<file path="src/rtl/fir_requant_pkg.sv">
// Shared constants and helpers for the FIR output requantiser.
package fir_requant_pkg;

  localparam int CFG_ADDR_SHIFT = 0;
  localparam int CFG_ADDR_DECIM = 1;

  localparam int SHIFT_RST = 0;
  localparam int DECIM_RST = 1;

  // Clamp a wide signed value into the signed range of a qw-bit word.
  function automatic logic signed [63:0] saturate(input logic signed [63:0] x,
                                                  input int qw);
    logic signed [63:0] hi;
    logic signed [63:0] lo;
    hi = (64'sd1 <<< (qw - 1)) - 64'sd1;
    lo = -(64'sd1 <<< (qw - 1));
    if (x > hi) return hi;
    if (x < lo) return lo;
    return x;
  endfunction

endpackage

</file>
<file path="src/rtl/fir_requant_round.sv">
// Combinational round-half-up and arithmetic right shift; one guard bit absorbs the bias.
module fir_requant_round #(
  parameter int OWIDTH = 20,
  parameter int SWIDTH = 5
) (
  input  logic signed [OWIDTH-1:0] din,
  input  logic        [SWIDTH-1:0] shift,
  output logic signed [OWIDTH:0]   dout
);

  logic signed [OWIDTH:0] ext;
  logic signed [OWIDTH:0] bias;
  logic signed [OWIDTH:0] sum;

  always_comb begin
    ext  = {din[OWIDTH-1], din};
    bias = '0;
    if (shift != '0) bias = (OWIDTH+1)'(1) << (shift - SWIDTH'(1));
    sum  = ext + bias;
    dout = sum >>> shift;
  end

endmodule

</file>
<file path="src/rtl/fir_dout_requant.sv">
// Requantiser behind parallel_fir: round/shift, decimate, saturate, with valid/busy streaming.
module fir_dout_requant
  import fir_requant_pkg::*;
#(
  parameter int OWIDTH = 20,
  parameter int QWIDTH = 8,
  parameter int AWIDTH = 4,
  parameter int DWIDTH = 8,
  parameter int SWIDTH = 5,
  parameter int DECW   = 4
) (
  input  logic                     clk,
  input  logic                     rst_n,
  input  logic                     cfg_valid,
  output logic                     cfg_busy,
  input  logic [AWIDTH-1:0]        cfg_addr,
  input  logic [DWIDTH-1:0]        cfg_data,
  input  logic                     din_valid,
  output logic                     din_busy,
  input  logic signed [OWIDTH-1:0] din_data,
  output logic                     dout_valid,
  input  logic                     dout_busy,
  output logic signed [QWIDTH-1:0] dout_data
);

  logic [SWIDTH-1:0]        shift_r;
  logic [DECW-1:0]          decim_r;
  logic [DECW-1:0]          phase_r;
  logic                     vld_p1;
  logic                     vld_p2;
  logic signed [OWIDTH:0]   data_p1;
  logic signed [QWIDTH-1:0] data_p2;
  logic signed [OWIDTH:0]   rnd;
  logic                     cfg_we;
  logic                     cfg_hit;
  logic                     din_acc;
  logic                     keep;
  logic                     load_p2;
  logic                     unused_cfg;

  function automatic logic [SWIDTH-1:0] clamp_shift(input logic [SWIDTH-1:0] v);
    return (int'(v) >= OWIDTH) ? SWIDTH'(OWIDTH - 1) : v;
  endfunction

  function automatic logic [DECW-1:0] clamp_decim(input logic [DECW-1:0] v);
    return (v == '0) ? DECW'(1) : v;
  endfunction

  function automatic logic signed [QWIDTH-1:0] sat_q(input logic signed [OWIDTH:0] v);
    logic signed [63:0] w;
    w = saturate(64'(v), QWIDTH);
    return w[QWIDTH-1:0];
  endfunction

  assign unused_cfg = ^cfg_data[DWIDTH-1:SWIDTH];

  assign cfg_busy   = vld_p1 | vld_p2;
  assign din_busy   = vld_p1 & vld_p2 & dout_busy;
  assign cfg_we     = cfg_valid & ~cfg_busy;
  assign cfg_hit    = cfg_we & ((cfg_addr == AWIDTH'(CFG_ADDR_SHIFT)) |
                                (cfg_addr == AWIDTH'(CFG_ADDR_DECIM)));
  assign din_acc    = din_valid & ~din_busy;
  assign keep       = din_acc & (phase_r == '0);
  assign load_p2    = ~vld_p2 | ~dout_busy;
  assign dout_valid = vld_p2;
  assign dout_data  = data_p2;

  fir_requant_round #(
    .OWIDTH(OWIDTH),
    .SWIDTH(SWIDTH)
  ) u_round (
    .din  (din_data),
    .shift(shift_r),
    .dout (rnd)
  );

  // Configuration and decimation phase; a cfg write on the same edge wins over the phase step.
  always_ff @(posedge clk or negedge rst_n) begin
    if (!rst_n) begin
      shift_r <= SWIDTH'(SHIFT_RST);
      decim_r <= DECW'(DECIM_RST);
      phase_r <= '0;
    end else begin
      if (cfg_we && cfg_addr == AWIDTH'(CFG_ADDR_SHIFT))
        shift_r <= clamp_shift(cfg_data[SWIDTH-1:0]);
      if (cfg_we && cfg_addr == AWIDTH'(CFG_ADDR_DECIM))
        decim_r <= clamp_decim(cfg_data[DECW-1:0]);
      if (cfg_hit)
        phase_r <= '0;
      else if (din_acc)
        phase_r <= (phase_r >= decim_r - DECW'(1)) ? '0 : phase_r + DECW'(1);
    end
  end

  // Stage p1: rounded and shifted sample
  always_ff @(posedge clk or negedge rst_n) begin
    if (!rst_n) begin
      vld_p1 <= 1'b0;
    end else if (keep) begin
      vld_p1 <= 1'b1;
    end else if (load_p2) begin
      vld_p1 <= 1'b0;
    end
  end

  always_ff @(posedge clk) begin
    if (keep) data_p1 <= rnd;
  end

  // Stage p2: saturated output register
  always_ff @(posedge clk or negedge rst_n) begin
    if (!rst_n) begin
      vld_p2  <= 1'b0;
      data_p2 <= '0;
    end else if (load_p2) begin
      vld_p2 <= vld_p1;
      if (vld_p1) data_p2 <= sat_q(data_p1);
    end
  end

endmodule

</file>
<file path="config.mk">
export PLATFORM = sky130hd
export DESIGN_NAME = fir_dout_requant
export DESIGN_NICKNAME = d
export VERILOG_FILES = /design/src/rtl/fir_requant_pkg.sv /design/src/rtl/fir_requant_round.sv /design/src/rtl/fir_dout_requant.sv
export SDC_FILE = /design/constraint.sdc
export NUM_CORES = 1
export LEC_CHECK = 0
export ABC_AREA = 1
export CORE_MARGIN = 2
export CORE_UTILIZATION = 62
export DETAILED_ROUTE_END_ITERATION = 10
export GPL_TIMING_DRIVEN = 0
export PLACE_DENSITY = 0.87
export SLEW_MARGIN = 10
export SYNTH_ARGS = -nofsm -noshare
export SYNTH_HDL_FRONTEND = slang
export SYNTH_SLANG_ARGS = --single-unit
</file>
<file path="constraint.sdc">
create_clock -name clk -period 9.33 [get_ports clk]
set_clock_uncertainty 0.05 [all_clocks]
set_input_delay 0.933 -clock clk [delete_from_list [all_inputs] [get_ports clk]]
set_output_delay 0.933 -clock clk [all_outputs]
set_load 0.03 [all_outputs]
</file>
# Yosys cells after proc, flatten, opt, wreduce, memory -nomap -nowiden
# Cells that the tools add are included.
[totals] wordCells=59 in_bits=37 register_bits=44
[op_classes] shift=2 bitwise_logic=13 n_addsub=4 order_cmp=4 n_eq_ne=1 mux=19 reduce_logical=9
[op_table] cell="$mux 8" n=4
[op_table] cell="$add 20x21->21" n=1
[op_table] cell="$gt 21x8->1 const B" n=1
[op_table] cell="$lt 21x8->1 const B" n=1
[op_table] cell="$mux 21" n=1
[op_table] cell="$shl 1x5->21 const A" n=1
[op_table] cell="$sshr 21x5->21" n=1
[op_table] cell="$mux 4" n=4
[op_table] cell="$logic_not 4->1" n=3
[op_table] cell="$mux 1" n=9
[op_table] cell="$and 1x1->1" n=6
[op_table] cell="$ge 5x5->1 const B" n=1
[op_table] cell="$mux 5" n=1
[op_table] cell="$reduce_bool 5->1" n=1
[op_table] cell="$sub 5x1->5 const B" n=1
[op_table] cell="$add 4x1->4 const B" n=1
[op_table] cell="$eq 4x1->1 const B" n=1
[op_table] cell="$ge 4x4->1" n=1
[op_table] cell="$not 1->1" n=4
[op_table] cell="$reduce_bool 2->1" n=2
[op_table] cell="$sub 4x1->4 const B" n=1
[op_table] cell="$or 1x1->1" n=3
[op_table] cell="$logic_and 1x1->1" n=2
[op_table] cell="$reduce_and 2->1" n=1

# Logic depth before layout (Yosys ltp)
[depth] ltp_word=9 mapped_depth=26

# Hierarchy
# Synthesis repeated with hierarchy kept, for this count alone.
[unflattened] cells_unflattened=702 area_unflattened_um2=4463.0
[by_module_without_submodules] mod="fir_requant_round" area_each_um2=2541.2 cells_per_inst=512 n_inst=1
[by_module_without_submodules] mod="fir_dout_requant" area_each_um2=1921.8 cells_per_inst=190 n_inst=1

# Least setup slack after synthesis
# OpenSTA, ideal clock, no wires.
[synth_path] path_kind="input port to flip-flop" from="input dout_busy" to="register data_p1[0] (enable)" path_buffers=0 cell_stages=5 setup_time_ns=0.462 setup_slack_ns=4.999 arrival_time_ns=3.819 t_required_ns=8.818 cell_sequence="nand2_1 > nor2_1 > inv_1 > nand2_1 > nor4b_1"
[synth_via] elab_chain_cells=4
[synth_rtl] element="from (decl)" line_no="fir_dout_requant.sv:22" source="input logic dout_busy,"
[synth_rtl] element="$and 1x1->1" line_no="fir_dout_requant.sv:58" source="assign din_busy = vld_p1 & vld_p2 & dout_busy;"
[synth_rtl] element="via din_busy" line_no="fir_dout_requant.sv:19" source="output logic din_busy,"
[synth_rtl] element="$not 1->1" line_no="fir_dout_requant.sv:62" source="assign din_acc = din_valid & ~din_busy;"
[synth_rtl] element="$and 1x1->1" line_no="fir_dout_requant.sv:62"
[synth_rtl] element="$and 1x1->1" line_no="fir_dout_requant.sv:63" source="assign keep = din_acc & (phase_r == '0);"
[synth_rtl] element="via keep" line_no="fir_dout_requant.sv:37" source="logic keep;"
[synth_rtl] element="to (signal assigned)" line_no="fir_dout_requant.sv:107" source="if (keep) data_p1 <= rnd;"
[synth_rtl] element="to (decl)" line_no="fir_dout_requant.sv:31" source="logic signed [OWIDTH:0] data_p1;"
# The timed path passes the listed nets, and every way through them passes these cells.
# A chain may end at the register's enable or synchronous reset.

# Final worst setup path
[layout_path] from="register shift_r[2]" to="register data_p1[0] (data pin)"
[layout_via] elab_chain_cells=5 word_cells_on_any_way=6 cone_classes="add/sub (2); shift (2); mux (1); reduce/logical (1)"
[layout_rtl] element="from (decl)" line_no="fir_dout_requant.sv:26" source="logic [SWIDTH-1:0] shift_r;"
[layout_rtl] element="from (signal assigned)" line_no="fir_dout_requant.sv:80" source="shift_r <= SWIDTH'(SHIFT_RST);"
[layout_rtl] element="from (signal assigned)" line_no="fir_dout_requant.sv:85" source="shift_r <= clamp_shift(cfg_data[SWIDTH-1:0]);"
[layout_rtl] element="$sub 5x1->5" line_no="fir_requant_round.sv:18" source="if (shift != '0) bias = (OWIDTH+1)'(1) << (shift - SWIDTH'(1));"
[layout_rtl] element="$shl 1x5->21" line_no="fir_requant_round.sv:18"
[layout_rtl] element="$mux 21" line_no="fir_requant_round.sv:18"
[layout_rtl] element="$add 20x21->21" line_no="fir_requant_round.sv:19" source="sum = ext + bias;"
[layout_rtl] element="$sshr 21x5->21 *" line_no="fir_requant_round.sv:20" source="dout = sum >>> shift;"
[layout_rtl] element="via rnd[0]" line_no="fir_dout_requant.sv:33" source="logic signed [OWIDTH:0] rnd;"
# Mark *: on every way through the listed nets, which the timed path passes. The rest lies on a longest branch.

==> flow_results.xml <==
<?xml version="1.0" encoding="UTF-8"?>
<metrics>
  <group name="die">
    <metric name="row_count" unit="">30</metric>
    <metric name="die_width" unit="microns">87.1</metric>
    <metric name="starting_utilization_of_the_core_area" unit="">0.634</metric>
    <metric name="die_area" unit="sq um">7590</metric>
    <metric name="io-pin-count" unit="">48</metric>
    <metric name="core-area" unit="sq um">6760</metric>
    <metric name="fp.dieH" unit="microns">87.1</metric>
  </group>
  <group name="yosys">
    <metric name="synth_enable_flop_cells" unit="">21</metric>
    <metric name="synth.distinct_cells" unit="">42</metric>
    <metric name="synth.ff_latch_count" unit="">44</metric>
    <metric name="netlist_area" unit="sq um">4280</metric>
    <metric name="ys_warn_count" unit="">0</metric>
    <metric name="yosysTopAreaCellShare" unit="">0.164</metric>
    <metric name="synth_area_leaders" unit="">nand2_1, nand3_1, edfxtp_1</metric>
    <metric name="seq_area_frac_synth" unit="">0.282</metric>
    <metric name="syn_avg_cell_area" unit="sq um">6.39</metric>
    <metric name="postSynthCellCount" unit="">670</metric>
    <metric name="synth_flop_cell" unit="">dfrtp_1</metric>
    <metric name="async_flop_share" unit="">0.523</metric>
    <metric name="postSynthNetCount" unit="">735</metric>
    <metric name="yosys.area.top_type" unit="">nand2_1</metric>
  </group>
  <group name="global_routing">
    <metric name="grt_pass1_wl" unit="microns">19200</metric>
    <metric name="number_of_global_route_vias_before_repair" unit="">4211</metric>
    <metric name="grtUsageTotal" unit="">0.316</metric>
    <metric name="global_route.overflow_total" unit="">0</metric>
    <metric name="grt_start_max_net_pins" unit="">24</metric>
    <metric name="antenna_found_initial" unit="">0</metric>
  </group>
  <group name="cts">
    <metric name="cts_post_setup_buffers_inserted" unit="">0</metric>
    <metric name="tritoncts.num_buffers" unit="">5</metric>
    <metric name="clock-sinks" unit="">44</metric>
    <metric name="ctsRootBufferMaster" unit="">clkbuf_8</metric>
    <metric name="worstSkewPairLatency" unit="ns">0.29</metric>
    <metric name="clk_path_buf_depth" unit="">2</metric>
    <metric name="post_cts_sizing_count" unit="">0</metric>
    <metric name="tritoncts_clock_tree" unit="">built</metric>
    <metric name="clk_pin_slew" unit="ns">0.08</metric>
    <metric name="cts-hold-fix-buffers" unit="">0</metric>
    <metric name="clock_tree.htree_level_count" unit="">2</metric>
  </group>
  <group name="detailed_routing">
    <metric name="final_antenna_net_count" unit="">0</metric>
    <metric name="detailedRoute.firstPassIterationCount" unit="">6</metric>
    <metric name="dr.first_iter.drc_count" unit="">390</metric>
    <metric name="route.detailed.wl_per_inst" unit="microns">14.3</metric>
    <metric name="drc" unit="">0</metric>
    <metric name="wl" unit="microns">11500</metric>
    <metric name="post_drt_via_cell_ratio" unit="">5.78</metric>
    <metric name="dr_total_vias" unit="">4646</metric>
  </group>
  <group name="min_path">
    <metric name="holdCritPathClass" unit="">flop to flop</metric>
    <metric name="min_path_cells" unit="">2</metric>
  </group>
  <group name="placement">
    <metric name="count_of_buffers_inserted_at_the_top_level_ports" unit="">44</metric>
    <metric name="estimated_wirelength_of_the_detail_placed_design" unit="microns">9550</metric>
    <metric name="routabilityCongestion" unit="">1.01</metric>
    <metric name="place_inst" unit="">796</metric>
    <metric name="pre_cts_ws" unit="ns">5.56</metric>
  </group>
  <group name="power">
    <metric name="power.net_switching" unit="mW">0.724</metric>
    <metric name="ir_worst_vdd" unit="uV">202</metric>
    <metric name="power.density" unit="nW/um^2">285</metric>
    <metric name="cell_internal_pwr" unit="mW">0.678</metric>
    <metric name="power_leakage" unit="nW">2.45</metric>
    <metric name="seq_power_share" unit="">0.257</metric>
    <metric name="switching_share" unit="">0.517</metric>
    <metric name="post-layout-total-power" unit="mW">1.40</metric>
    <metric name="power.clock.fraction" unit="">0.081</metric>
    <metric name="pwr-share-comb" unit="">0.662</metric>
  </group>
  <group name="critical_path">
    <metric name="endpoint_kind" unit="">flop</metric>
    <metric name="critical_path.n_buffers_inverters" unit="">4</metric>
    <metric name="max_stage_delay" unit="ns">0.42</metric>
    <metric name="crit_path_top_delay_cell" unit="">dfrtp_1</metric>
    <metric name="worstPathMaxFanout" unit="">8</metric>
    <metric name="startpoint_type" unit="">flop</metric>
    <metric name="path_cells" unit="">clkinv_1 &gt; nand2_1 &gt; nor2_1 &gt; xor2_1 &gt; nor2_1 &gt; inv_1 &gt; nor2_1 &gt; ha_1 &gt; nand2_1 &gt; nand2_1 &gt; nand2_1 &gt; nand2_1 &gt; nand2_1 &gt; nand3_1 &gt; nand2_1 &gt; inv_1 &gt; o21bai_1 &gt; nand3_1 &gt; nand3_1 &gt; nand3_1 &gt; nand3_1 &gt; nand2_1 &gt; inv_1 &gt; nand2_1</metric>
    <metric name="r2r.worst_path.cells" unit="">24</metric>
    <metric name="worst-endpoint-required" unit="ns">9.33</metric>
    <metric name="path_delay_family" unit="">simple AND/OR/NAND/NOR gates</metric>
    <metric name="critPathMostFrequentCell" unit="">nand2_1</metric>
    <metric name="cp_data_arrival_time" unit="ns">3.87</metric>
    <metric name="crit_path_class" unit="">flop to flop</metric>
    <metric name="worst-path-stages" unit="">24</metric>
  </group>
  <group name="timing">
    <metric name="postLayoutSetupSlackWorst" unit="ns">5.46</metric>
    <metric name="achievable-frequency" unit="MHz">258</metric>
    <metric name="period_needed" unit="ns">3.87</metric>
    <metric name="setup_repair_after_global_routing_missed_its_margin" unit="">false</metric>
    <metric name="post-route-period-util" unit="">0.415</metric>
    <metric name="tightest_slew" unit="ns">1.18</metric>
    <metric name="max_slew_headroom" unit="">0.204</metric>
    <metric name="timing.final.setup_violations" unit="">0</metric>
    <metric name="final-hold-violation-count" unit="">0</metric>
    <metric name="finalSetupTns" unit="ns">0</metric>
    <metric name="final_max_slew_viol_count" unit="">0</metric>
  </group>
  <group name="layout">
    <metric name="fin_nets" unit="">788</metric>
    <metric name="layout.cells.most_common" unit="">nand2_1</metric>
    <metric name="seq_area" unit="sq um">1210</metric>
    <metric name="utilization" unit="">0.729</metric>
    <metric name="final_cell_count_no_fill" unit="">804</metric>
    <metric name="multiInputGateArea" unit="sq um">2670</metric>
    <metric name="flow.area_growth_from_synthesis" unit="%">15.1</metric>
    <metric name="fillCellCount" unit="">573</metric>
    <metric name="n_antenna_cell" unit="">0</metric>
    <metric name="most-common-layout-cells" unit="">nand2_1, nand3_1, inv_1</metric>
    <metric name="layout_cells_sized_above_1" unit="">0.0539</metric>
  </group>
  <group name="job">
    <metric name="maxCapViolations" unit="">0</metric>
  </group>
  <group name="run_status">
    <metric name="status" unit="">complete, no violations</metric>
  </group>
</metrics>
==> final cells by class <==
type / count / area share
inverters: 89 / 0.0680
plain buffers: 17 / 0.0147
clock inverters: 2 / 0.00228
flip-flops and latches: 44 / 0.245
clock buffers: 6 / 0.0147
well taps: 80 / 0.0203
multi-input cells: 520 / 0.543
repair buffers: 46 / 0.0924
==> cells in the mapped netlist (2+ instances only) <==
cell type  instances
nand2_1          187
nand3_1          127
inv_1             84
nor2_1            60
a21oi_1           29
ha_1              27
dfrtp_1           22
edfxtp_1          21
o21ai_0           16
nand2_2           11
clkbuf_1          10
nand4_1            8
xor2_1             8
nor2_2             6
o21bai_1           5
xnor2_1            5
buf_2              4
nand3b_1           4
a31oi_1            3
inv_2              3
o211ai_1           3
buf_1              2
nor3_1             2
nor4_1             2
o22ai_1            2
or2_1              2
or2_2              2
==> path summary, 6_finish.rpt <==
| path | from | end | slack [ns] |
|---|---|---|---|
| worst max-delay path | shift_r[2] | data_p1[0] | 5.46 |
| worst min-delay path | dout_data[7] | dout_data[7] | 0.45 |
| worst max register to register | shift_r[2] | data_p1[0] | 5.46 |
| worst min register to register | dout_data[7] | dout_data[7] | 0.45 |
| max in group asynchronous | rst_n | shift_r[3] | 7.45 |
| min in group asynchronous | rst_n | dout_data[7] | 1.15 |
==> registers in the layout, summed over array words and instances (netlist names) <==
signal and flops:
vld_p1 1, decim_r 4, data_p1 21, dout_valid 1, dout_data 8, phase_r 4
shift_r 5
==> worst reg2reg max path, stage by stage, from the launching register on <==
cell      delay [ns]
dfrtp_1         0.42
clkinv_1        0.29
nand2_1         0.25
nor2_1          0.07
xor2_1          0.14
nor2_1          0.25
inv_1           0.15
nor2_1          0.14
ha_1            0.29
nand2_1         0.11
nand2_1         0.05
nand2_1         0.05
nand2_1         0.06
nand2_1         0.09
nand3_1         0.17
nand2_1         0.13
inv_1           0.04
o21bai_1        0.22
nand3_1         0.13
nand3_1         0.12
nand3_1         0.12
nand3_1         0.12
nand2_1         0.07
inv_1           0.06
nand2_1         0.04
==> power by group through the flow <==
stage / registers [mW] / logic [mW] / clock network (mW)
after floorplan: 0.386 / 0.631 / 0
after global routing: 0.371 / 1.04 / 0.123
after CTS: 0.359 / 0.910 / 0.115
final: 0.361 / 0.929 / 0.113
after detailed placement: 0.363 / 0.906 / 0
after global placement: 0.360 / 0.872 / 0
==> routing by layer <==
layer,share of wire,track usage,vias up
met1,0.46,0.460,2124
met4,0.011,0.0545,0
met5,0,0,-
li1,-,-,2308
met2,0.45,0.503,198
met3,0.075,0.0512,16
==> cells by family (layout without fill, tap and decap cells) <==
family / Yosys count / in the layout / synth area share
adders and majority gates: 28 / 28 / 0.0836
AOI/OAI and AO/OA: 64 / 64 / 0.0859
buffers and inverters: 106 / 160 / 0.0952
DFF: 44 / 44 / 0.282
xor gates and xnor gates: 13 / 13 / 0.0266
and+or+nand+nor: 414 / 414 / 0.424
muxes: 1 / 1 / 0.00234
==> through the flow <==
| stage | hold WS, ns | instance area (sq um) |
|---|---|---|
| 5_1_grt | 0.489 | 4930 |
| 3_5_place_dp | 0.437 | 4840 |
| 6_report | 0.454 | 4930 |
| 2_1_floorplan | 0.423 | 4280 |
| 4_1_cts | 0.461 | 4930 |
| 3_3_place_gp | 0.419 | 4820 |
Power figures use the tool's default switching activity.
